`config.mk`:
```
export PLATFORM = sky130hd
export DESIGN_NAME = bnn_neuron_acc
export DESIGN_NICKNAME = d
export VERILOG_FILES = /design/src/rtl/bmlp_pkg.sv /design/src/rtl/bnn_sat_acc.sv /design/src/rtl/bnn_neuron_acc.sv
export SDC_FILE = /design/constraint.sdc
export NUM_CORES = 1
export LEC_CHECK = 0
export CAP_MARGIN = 20
export CORE_UTILIZATION = 50
export CTS_CLUSTER_DIAMETER = 200
export DETAILED_ROUTE_END_ITERATION = 8
export PLACE_DENSITY = 0.75
export SLEW_MARGIN = 20
export SYNTH_ARGS = -nofsm -noshare
export SYNTH_HDL_FRONTEND = slang
export SYNTH_SLANG_ARGS = --single-unit
export TNS_END_PERCENT = 50
```
`constraint.sdc`:
```
create_clock -name clk -period 7.7 [get_ports clk]
set_input_delay 1.54 -clock clk [delete_from_list [all_inputs] [get_ports clk]]
set_output_delay 1.54 -clock clk [all_outputs]
set_load 0.01 [all_outputs]
```
`src/rtl/bmlp_pkg.sv`:
```
// Shared types and arithmetic for the Binary-MLP layer blocks.
package bmlp_pkg;

   typedef enum logic [1:0] {IDLE, ACCUM, DONE} state_t;

   localparam logic [6:0] TERM_NEG1 = 7'h7F;
   localparam logic [6:0] TERM_POS1 = 7'h01;
   localparam logic [6:0] TERM_ZERO = 7'h00;

   // Signed add of two 32-bit operands, clamped to the range of a w-bit signed value (w <= 32).
   function automatic logic signed [31:0] sat_add(input logic signed [31:0] a,
                                                  input logic signed [31:0] b,
                                                  input int w);
      logic signed [32:0] s;
      logic signed [32:0] hi;
      logic signed [32:0] lo;
      s  = 33'(a) + 33'(b);
      hi = (33'sd1 <<< (w - 1)) - 33'sd1;
      lo = -(33'sd1 <<< (w - 1));
      if (s > hi)
         return hi[31:0];
      else if (s < lo)
         return lo[31:0];
      else
         return s[31:0];
   endfunction

endpackage

```
`src/rtl/bnn_sat_acc.sv`:
```
// Saturating signed accumulator: loads a start value, then adds sign-extended terms without wrapping.
module bnn_sat_acc
   import bmlp_pkg::*;
#(
   parameter int TERM_W = 7,
   parameter int ACC_W  = 16
) (
   input  logic              clk,
   input  logic              rst_n,
   input  logic              load,
   input  logic [ACC_W-1:0]  load_val,
   input  logic              en,
   input  logic [TERM_W-1:0] term,
   output logic [ACC_W-1:0]  acc
);

   logic [ACC_W-1:0] sum;

   assign sum = ACC_W'(sat_add(32'(signed'(acc)), 32'(signed'(term)), ACC_W));

   always_ff @(posedge clk or negedge rst_n) begin
      if (!rst_n)
         acc <= '0;
      else if (load)
         acc <= load_val;
      else if (en)
         acc <= sum;
   end

endmodule

```
`src/rtl/bnn_neuron_acc.sv`:
```
// One neuron lane: sums N_INPUTS product terms onto a bias and emits the sign bit plus the saturated sum.
module bnn_neuron_acc
   import bmlp_pkg::*;
#(
   parameter int TERM_W   = 7,
   parameter int N_INPUTS = 784,
   parameter int ACC_W    = 16
) (
   input  logic              clk,
   input  logic              rst_n,
   input  logic              start,
   input  logic [ACC_W-1:0]  bias,
   input  logic              in_valid,
   output logic              in_ready,
   input  logic [TERM_W-1:0] in_term,
   output logic              out_valid,
   input  logic              out_ready,
   output logic              out_bit,
   output logic [ACC_W-1:0]  out_sum,
   output logic              busy
);

   localparam int CNT_W = $clog2(N_INPUTS);

   state_t           state;
   state_t           state_next;
   logic [CNT_W-1:0] cnt;
   logic [ACC_W-1:0] acc;
   logic [ACC_W-1:0] final_sum;
   logic             load;
   logic             en;
   logic             last_term;

   bnn_sat_acc #(
      .TERM_W (TERM_W),
      .ACC_W  (ACC_W)
   ) u_acc (
      .clk      (clk),
      .rst_n    (rst_n),
      .load     (load),
      .load_val (bias),
      .en       (en),
      .term     (in_term),
      .acc      (acc)
   );

   // Same sum the accumulator will store on this accept, captured as the result on the last term.
   assign final_sum = ACC_W'(sat_add(32'(signed'(acc)), 32'(signed'(in_term)), ACC_W));
   assign last_term = (cnt == CNT_W'(N_INPUTS - 1));

   assign in_ready  = (state == ACCUM);
   assign out_valid = (state == DONE);
   assign busy      = (state != IDLE);

   always_ff @(posedge clk or negedge rst_n) begin
      if (!rst_n)
         state <= IDLE;
      else
         state <= state_next;
   end

   always_comb begin
      state_next = state;
      load       = 1'b0;
      en         = 1'b0;
      case (state)
         IDLE: begin
            if (start) begin
               load       = 1'b1;
               state_next = ACCUM;
            end
         end
         ACCUM: begin
            if (in_valid) begin
               en = 1'b1;
               if (last_term)
                  state_next = DONE;
            end
         end
         DONE: begin
            // A start coinciding with the handshake chains straight into the next neuron.
            if (out_ready) begin
               if (start) begin
                  load       = 1'b1;
                  state_next = ACCUM;
               end else begin
                  state_next = IDLE;
               end
            end
         end
         default: state_next = IDLE;
      endcase
   end

   always_ff @(posedge clk or negedge rst_n) begin
      if (!rst_n)
         cnt <= '0;
      else if (load)
         cnt <= '0;
      else if (en)
         cnt <= cnt + CNT_W'(1);
   end

   always_ff @(posedge clk or negedge rst_n) begin
      if (!rst_n) begin
         out_sum <= '0;
         out_bit <= 1'b0;
      end else if (en && last_term) begin
         out_sum <= final_sum;
         out_bit <= ~final_sum[ACC_W-1];
      end
   end

endmodule

```
==> results.py, run 1 <==
metrics = {
    "timing": {
        "finClkSkew_ns": 0.0121,
        "period_share_pct": 58.2,
        "tns_ns": 0,
        "finalHoldViolCount": 0,
        "fmax_mhz": 223,
        "slew_headroom_pct": 34.0,
        "max_slew.worst_pin.slew_ns": 0.989,
        "min_period_ns": 4.48,
        "whs_ns": 0.496,
        "finalSetupViolations": 0,
        "drv_slew": 0,
        "rsz0062_at_grt": "false",
    },
    "critical_path": {
        "rrSetupSlack_ns": 4.80,
        "max_stage_delay_ns": 0.62,
        "cpMaxStageDelayCell": "clkdlybuf4s50_1",
        "r2r-end": "out_sum[9]",
        "cp_cell_sequence": "clkdlybuf4s50_1 > ha_1 > a21oi_2 > o21ai_0 > or4_1 > o221ai_2 > maj3_2 > o21ai_1",
        "endpoint_kind": "register",
        "cp_data_arrival_time_ns": 4.65,
        "critPathRequiredTime_ns": 7.87,
        "crit_type": "input pin to register",
        "r2r-start": "u_acc.acc[12]",
        "rr_worst_depth": 7,
        "cp-start-kind": "input pin",
        "cp_max_fo": 11,
    },
    "synthesis": {
        "synth_adder_area_share_pct": 11.8,
        "yosysUniqueCellTypes": 64,
        "syn_area_mm2": 0.00301,
        "synth_area_leader_cell": "dfrtp_1",
        "synthTopCellsByArea": "dfrtp_1, ha_1, a22oi_1",
        "avgSynthCellArea_um2": 9.49,
        "synth_compound_area_share_pct": 26.5,
        "synth_ff_type": "dfrtp_1",
        "synthArstFlopShare_pct": 100,
        "synthXorXnorAreaFrac_pct": 4.07,
        "synthMuxAreaShare_pct": 0.374,
        "synth_top_area_share_pct": 37.4,
        "ys_seq_elements": 45,
        "ys_top_cells_by_count": "dfrtp_1, nand2_1, a22oi_1, o21ai_1, o21ai_0",
        "syn_inst": 317,
        "synth-simple-area-share_pct": 15.1,
        "synth_fp_nets": 363,
        "synth_edf_count": 0,
        "ys.warnings.count": 0,
        "yosysMostFrequentCell": "dfrtp_1",
        "synth_seq_area_share_pct": 37.4,
        "synth_top_family_by_area": "compound AO/OA/AOI/OAI gates",
    },
    "drt": {
        "drtAntennaViolNets": 0,
        "viasPerCell": 6.09,
        "dr.pass1.iters": 4,
        "wl_per_cell_um": 16.9,
        "drtIter0Drc": 181,
        "vias": 2631,
        "wl_um": 7320,
        "drc": 0,
    },
    "clocking": {
        "clkSinkCount": 45,
        "clock-root-buffer": "clkbuf_8",
        "cts_tree": "done",
        "h-tree-depth": 2,
        "numCtsBuffers": 5,
        "post_cts_buffers": 0,
        "path_clk_slew_ns": 0.09,
        "clockBufferDepth": 2,
        "hold_buffers": 0,
        "clock_latency_ns": 0.31,
        "cts_resized": 0,
    },
    "worst_hold_path": {
        "whs_path_depth": 2,
        "min_path_type": "register to register",
        "hold_end": "out_sum[0]",
        "hp-start": "out_sum[0]",
    },
    "final_layout": {
        "drive_gt1_share_pct": 12.2,
        "nNetsFinal": 405,
        "antenna_cells": 0,
        "areaGrowthSynthToFinish_pct": 20.1,
    },
    "placement": {
        "portBuffers": 47,
        "routabilityCongestion": 0.894,
        "dp_hpwl_um": 5290,
    },
    "floorplanning": {
        "die_h_um": 79.6,
        "fp.dieW_um": 79.6,
        "core_mm2": 0.00564,
        "pin_count": 48,
        "fp.dieArea_mm2": 0.00633,
        "std_cell_rows": 27,
        "start_util_pct": 53.3,
    },
    "global_route": {
        "grt_pass1_wl_um": 12200,
        "grt_remaining_overflow": 0,
        "grt_pass1_vias": 2520,
        "antenna_found_initial": 0,
        "grt_use_total_pct": 24.8,
        "grt_max_degree": 46,
    },
    "outcome": {
        "status": "finished, final reports clean",
    },
    "pwr": {
        "ir_drop_mv": 0.171,
        "powerDensity_mw_per_mm2": 376,
        "p_leak_nw": 1.48,
    },
    "job": {
        "maxCapViolations": 0,
    },
}
layer usage:
| metal | track usage, % | share of wire [%] | vias to the layer above |
|---|---|---|---|
| met5 | 0 | 0 | - |
| li1 | - | - | 1275 |
| met4 | 6.91 | 1.5 | 0 |
| met3 | 5.03 | 5.2 | 14 |
| met1 | 32.2 | 45 | 1259 |
| met2 | 41.5 | 48 | 83 |
registers in the layout, summed over array words and instances (netlist names):
signal / cells
cnt: 10
u_acc.acc: 16
out_bit: 1
state: 2
out_sum: 16
area by class of cell:
type                            instances  area, um^2
Tap cell                               72        90.1
Sequential cell                        45        1130
Clock buffer                            5        68.8
Clock inverter                          3        68.8
Fill cell                             482        2030
Timing Repair Buffer                   49         480
Multi-Input combinational cell        249        1750
Inverter                                9        33.8
critical path: cells and delay by family:
family | cells | cell delay [ns]
compound gates | 4 | 1.10
fa+ha+maj | 2 | 0.83
buf+inv | 1 | 0.62
simple gates | 1 | 0.56
cells in the final DEF, fill, tap and decap left out, types with 5 or more instances in the layout:
cell type,synthesis,final
a211oi_1,6,6
a21oi_1,17,17
a22oi_1,19,19
clkbuf_8,1,5
clkdlybuf4s50_1,0,46
dfrtp_1,45,45
ha_1,17,17
inv_1,9,9
maj3_2,10,10
nand2_1,33,33
nand4_1,8,8
nor2_1,15,15
nor2b_1,6,6
o21ai_0,18,18
o21ai_1,19,19
o31ai_1,8,8
xor2_1,11,11
cell families after synthesis:
group / after synthesis
compound gates: 116
xor+xnor: 14
fa+ha+maj: 29
buf+inv: 23
flops: 45
mux: 1
simple gates: 89
worst max-delay path by stage:
stage	to	from
floorplan	out_sum[4]	in_term[0]
global placement	out_sum[11]	in_term[6]
detailed placement	out_sum[9]	in_term[6]
CTS	out_sum[9]	in_term[6]
global route	out_sum[9]	in_term[6]
finish	out_sum[9]	in_term[6]
power by group:
| group | internal [mW] | switching (mW) | total (mW) |
|---|---|---|---|
| clock network | 0.131 | 0.0884 | 0.219 |
| logic | 0.340 | 0.459 | 0.800 |
| registers | 0.293 | 0.0481 | 0.341 |
metrics by stage:
step | utilization, % | setup slack, ns | area [um^2] | std cells | total power [mW]
floorplan | - | 4.03 | 3010 | 317 | 0.994
global placement | 61.6 | 3.03 | 3480 | 424 | 1.11
detailed placement | 61.6 | 2.92 | 3480 | 424 | 1.13
CTS | 64.0 | 3.23 | 3610 | 432 | 1.36
global route | 64.0 | 3.07 | 3610 | 432 | 1.47
finish | 64.0 | 3.22 | 3610 | 432 | 1.36
(Power assumes the default switching activity.)
==> run 2, diff against run 1 <==
Settings changed: CORE_UTILIZATION 50 to 49, PLACE_DENSITY 0.75 to 0.77.
Clock period 7.7 ns to 4.1 ns, I/O delays scaled along.
==> run 2 against run 1 <==
  * The run now ends with DRC left
  * Via count is 0.34% higher
  * Wire length is 2.1% lower
  * Sequential power is 89% higher
  * Largest power group unchanged
  * Global-route usage is 0.79 points lower
  * Sequential share of layout area is 0.22 points higher
  * Cell count is 1.4% higher
  * First-iteration DRC count is 13% higher
  * Clock-buffer cell count is 2 higher
  * Critical path depth is 1 higher
==> results.py, run 2 (synthesized netlist as in run 1, its figures left out) <==
metrics = {
    "outcome": {
        "status": "finished, violations left",
        "violations": "DRC",
    },
    "pwr": {
        "power_mw": 2.44,
        "p_leak_nw": 1.46,
        "ir_drop_mv": 0.315,
        "powerDensity_mw_per_mm2": 681,
    },
    "timing": {
        "setup_ws_ns": 0.469,
        "tns_ns": 0,
        "fmax_mhz": 275,
        "period_share_pct": 88.6,
        "max_slew.worst_pin.slew_ns": 0.718,
        "drv_slew": 0,
        "whs_ns": 0.485,
        "min_period_ns": 3.63,
        "finClkSkew_ns": 0.00556,
        "slew_headroom_pct": 52.0,
        "finalSetupViolations": 0,
        "finalHoldViolCount": 0,
        "rsz0062_at_grt": "false",
    },
    "critical_path": {
        "critPathRequiredTime_ns": 4.26,
        "crit_type": "input pin to register",
        "cp_cell_sequence": "clkdlybuf4s50_1 > buf_4 > ha_1 > o21ai_0 > nor2_1 > or4_1 > o221ai_2 > maj3_2 > o21ai_1",
        "cp-start-kind": "input pin",
        "r2r-start": "u_acc.acc[12]",
        "cpMaxStageDelayCell": "o221ai_2",
        "rr_worst_depth": 7,
        "endpoint_kind": "register",
        "crit_start": "in_term[6]",
        "max_stage_delay_ns": 0.57,
        "cp_data_arrival_time_ns": 3.79,
        "cp_max_fo": 11,
    },
    "global_route": {
        "grt_use_total_pct": 24.0,
        "grt_pass1_wl_um": 11900,
        "grt_pass1_vias": 2536,
        "grt_remaining_overflow": 0,
        "grt_max_degree": 46,
        "antenna_found_initial": 0,
    },
    "clocking": {
        "cts_resized": 0,
        "post_cts_buffers": 0,
        "path_clk_slew_ns": 0.08,
        "clockBufferDepth": 2,
        "h-tree-depth": 2,
        "hold_buffers": 0,
        "clock_latency_ns": 0.30,
        "numCtsBuffers": 5,
        "clkSinkCount": 45,
        "clock-root-buffer": "clkbuf_8",
        "cts_tree": "done",
    },
    "placement": {
        "dp_hpwl_um": 5280,
        "routabilityCongestion": 0.929,
        "portBuffers": 47,
        "placed_cell_area_mm2": 0.00350,
        "dpl.cell_count": 430,
        "post-place-ws_ns": 0.206,
    },
    "worst_hold_path": {
        "hp-start": "out_sum[0]",
        "min_path_type": "register to register",
        "whs_path_depth": 2,
    },
    "drt": {
        "vias": 2640,
        "drtAntennaViolNets": 0,
        "dr.pass1.iters": 6,
        "wl_um": 7170,
        "drc": 1,
        "drtIter0Drc": 204,
        "viasPerCell": 6.03,
        "wl_per_cell_um": 16.4,
    },
    "final_layout": {
        "drive_gt1_share_pct": 12.4,
        "areaGrowthSynthToFinish_pct": 19.3,
        "nNetsFinal": 408,
        "final_cell_mix": "clkdlybuf4s50_1, dfrtp_1, nand2_1, a22oi_1, o21ai_1",
        "final_common_cell": "clkdlybuf4s50_1",
        "layoutNonFillerInstCount": 438,
        "final_area_mm2": 0.00359,
        "top_regs": "out_sum x16, u_acc.acc x16, cnt x10",
        "antenna_cells": 0,
        "utilization_pct": 60.6,
    },
    "floorplanning": {
        "die_h_um": 80.4,
        "start_util_pct": 50.8,
        "fp.dieW_um": 80.4,
        "fp.dieArea_mm2": 0.00646,
        "pin_count": 48,
        "std_cell_rows": 28,
        "core_mm2": 0.00592,
    },
    "job": {
        "maxCapViolations": 0,
    },
}
==> run 2: cell types whose count changed in the layout (fill, tap and decap cells not counted), sizes merged <==
cell and delta:
clkbuf +2, bufinv -2, buf +3, clkinvlp +1, inv -1
==> run 2: power breakdown <==
group | internal (mW) | switching [mW]
clock | 0.121 | 0.151
combinational | 0.657 | 0.869
sequential | 0.550 | 0.0960
total | 1.33 | 1.12
==> run 2: layout make-up <==
cell class / count / area (um^2)
fill: 513 / 2330
multi-input combinational: 249 / 1750
sequential: 45 / 1130
timing repair buffer: 52 / 505
tap: 75 / 93.8
clock buffer: 7 / 76.3
inverter: 9 / 33.8
clock inverter: 1 / 7.51
==> run 2: worst paths after layout <==
path / end / slack, ns
setup / recovery: out_sum[3] / 0.47
hold / removal: out_sum[0] / 0.48
setup reg to reg: out_sum[3] / 1.20
hold reg to reg: out_sum[0] / 0.48
max in group asynchronous: out_sum[10] / 3.20
min in group asynchronous: out_sum[4] / 0.51
==> run 2: routing by layer <==
| layer | vias to the layer above | share of wire [%] | track usage, % |
|---|---|---|---|
| met4 | 0 | 1.0 | 5.89 |
| met5 | - | 0 | 0 |
| li1 | 1277 | - | - |
| met1 | 1284 | 47 | 33.7 |
| met2 | 73 | 48 | 39.1 |
| met3 | 6 | 4.1 | 2.84 |
==> run 2: worst max-delay path, delay by kind of cell <==
family          cells  cell delay [ns]
compound gates      3             0.98
fa+ha+maj           2             0.73
buf+inv             2             0.71
simple gates        2             0.54
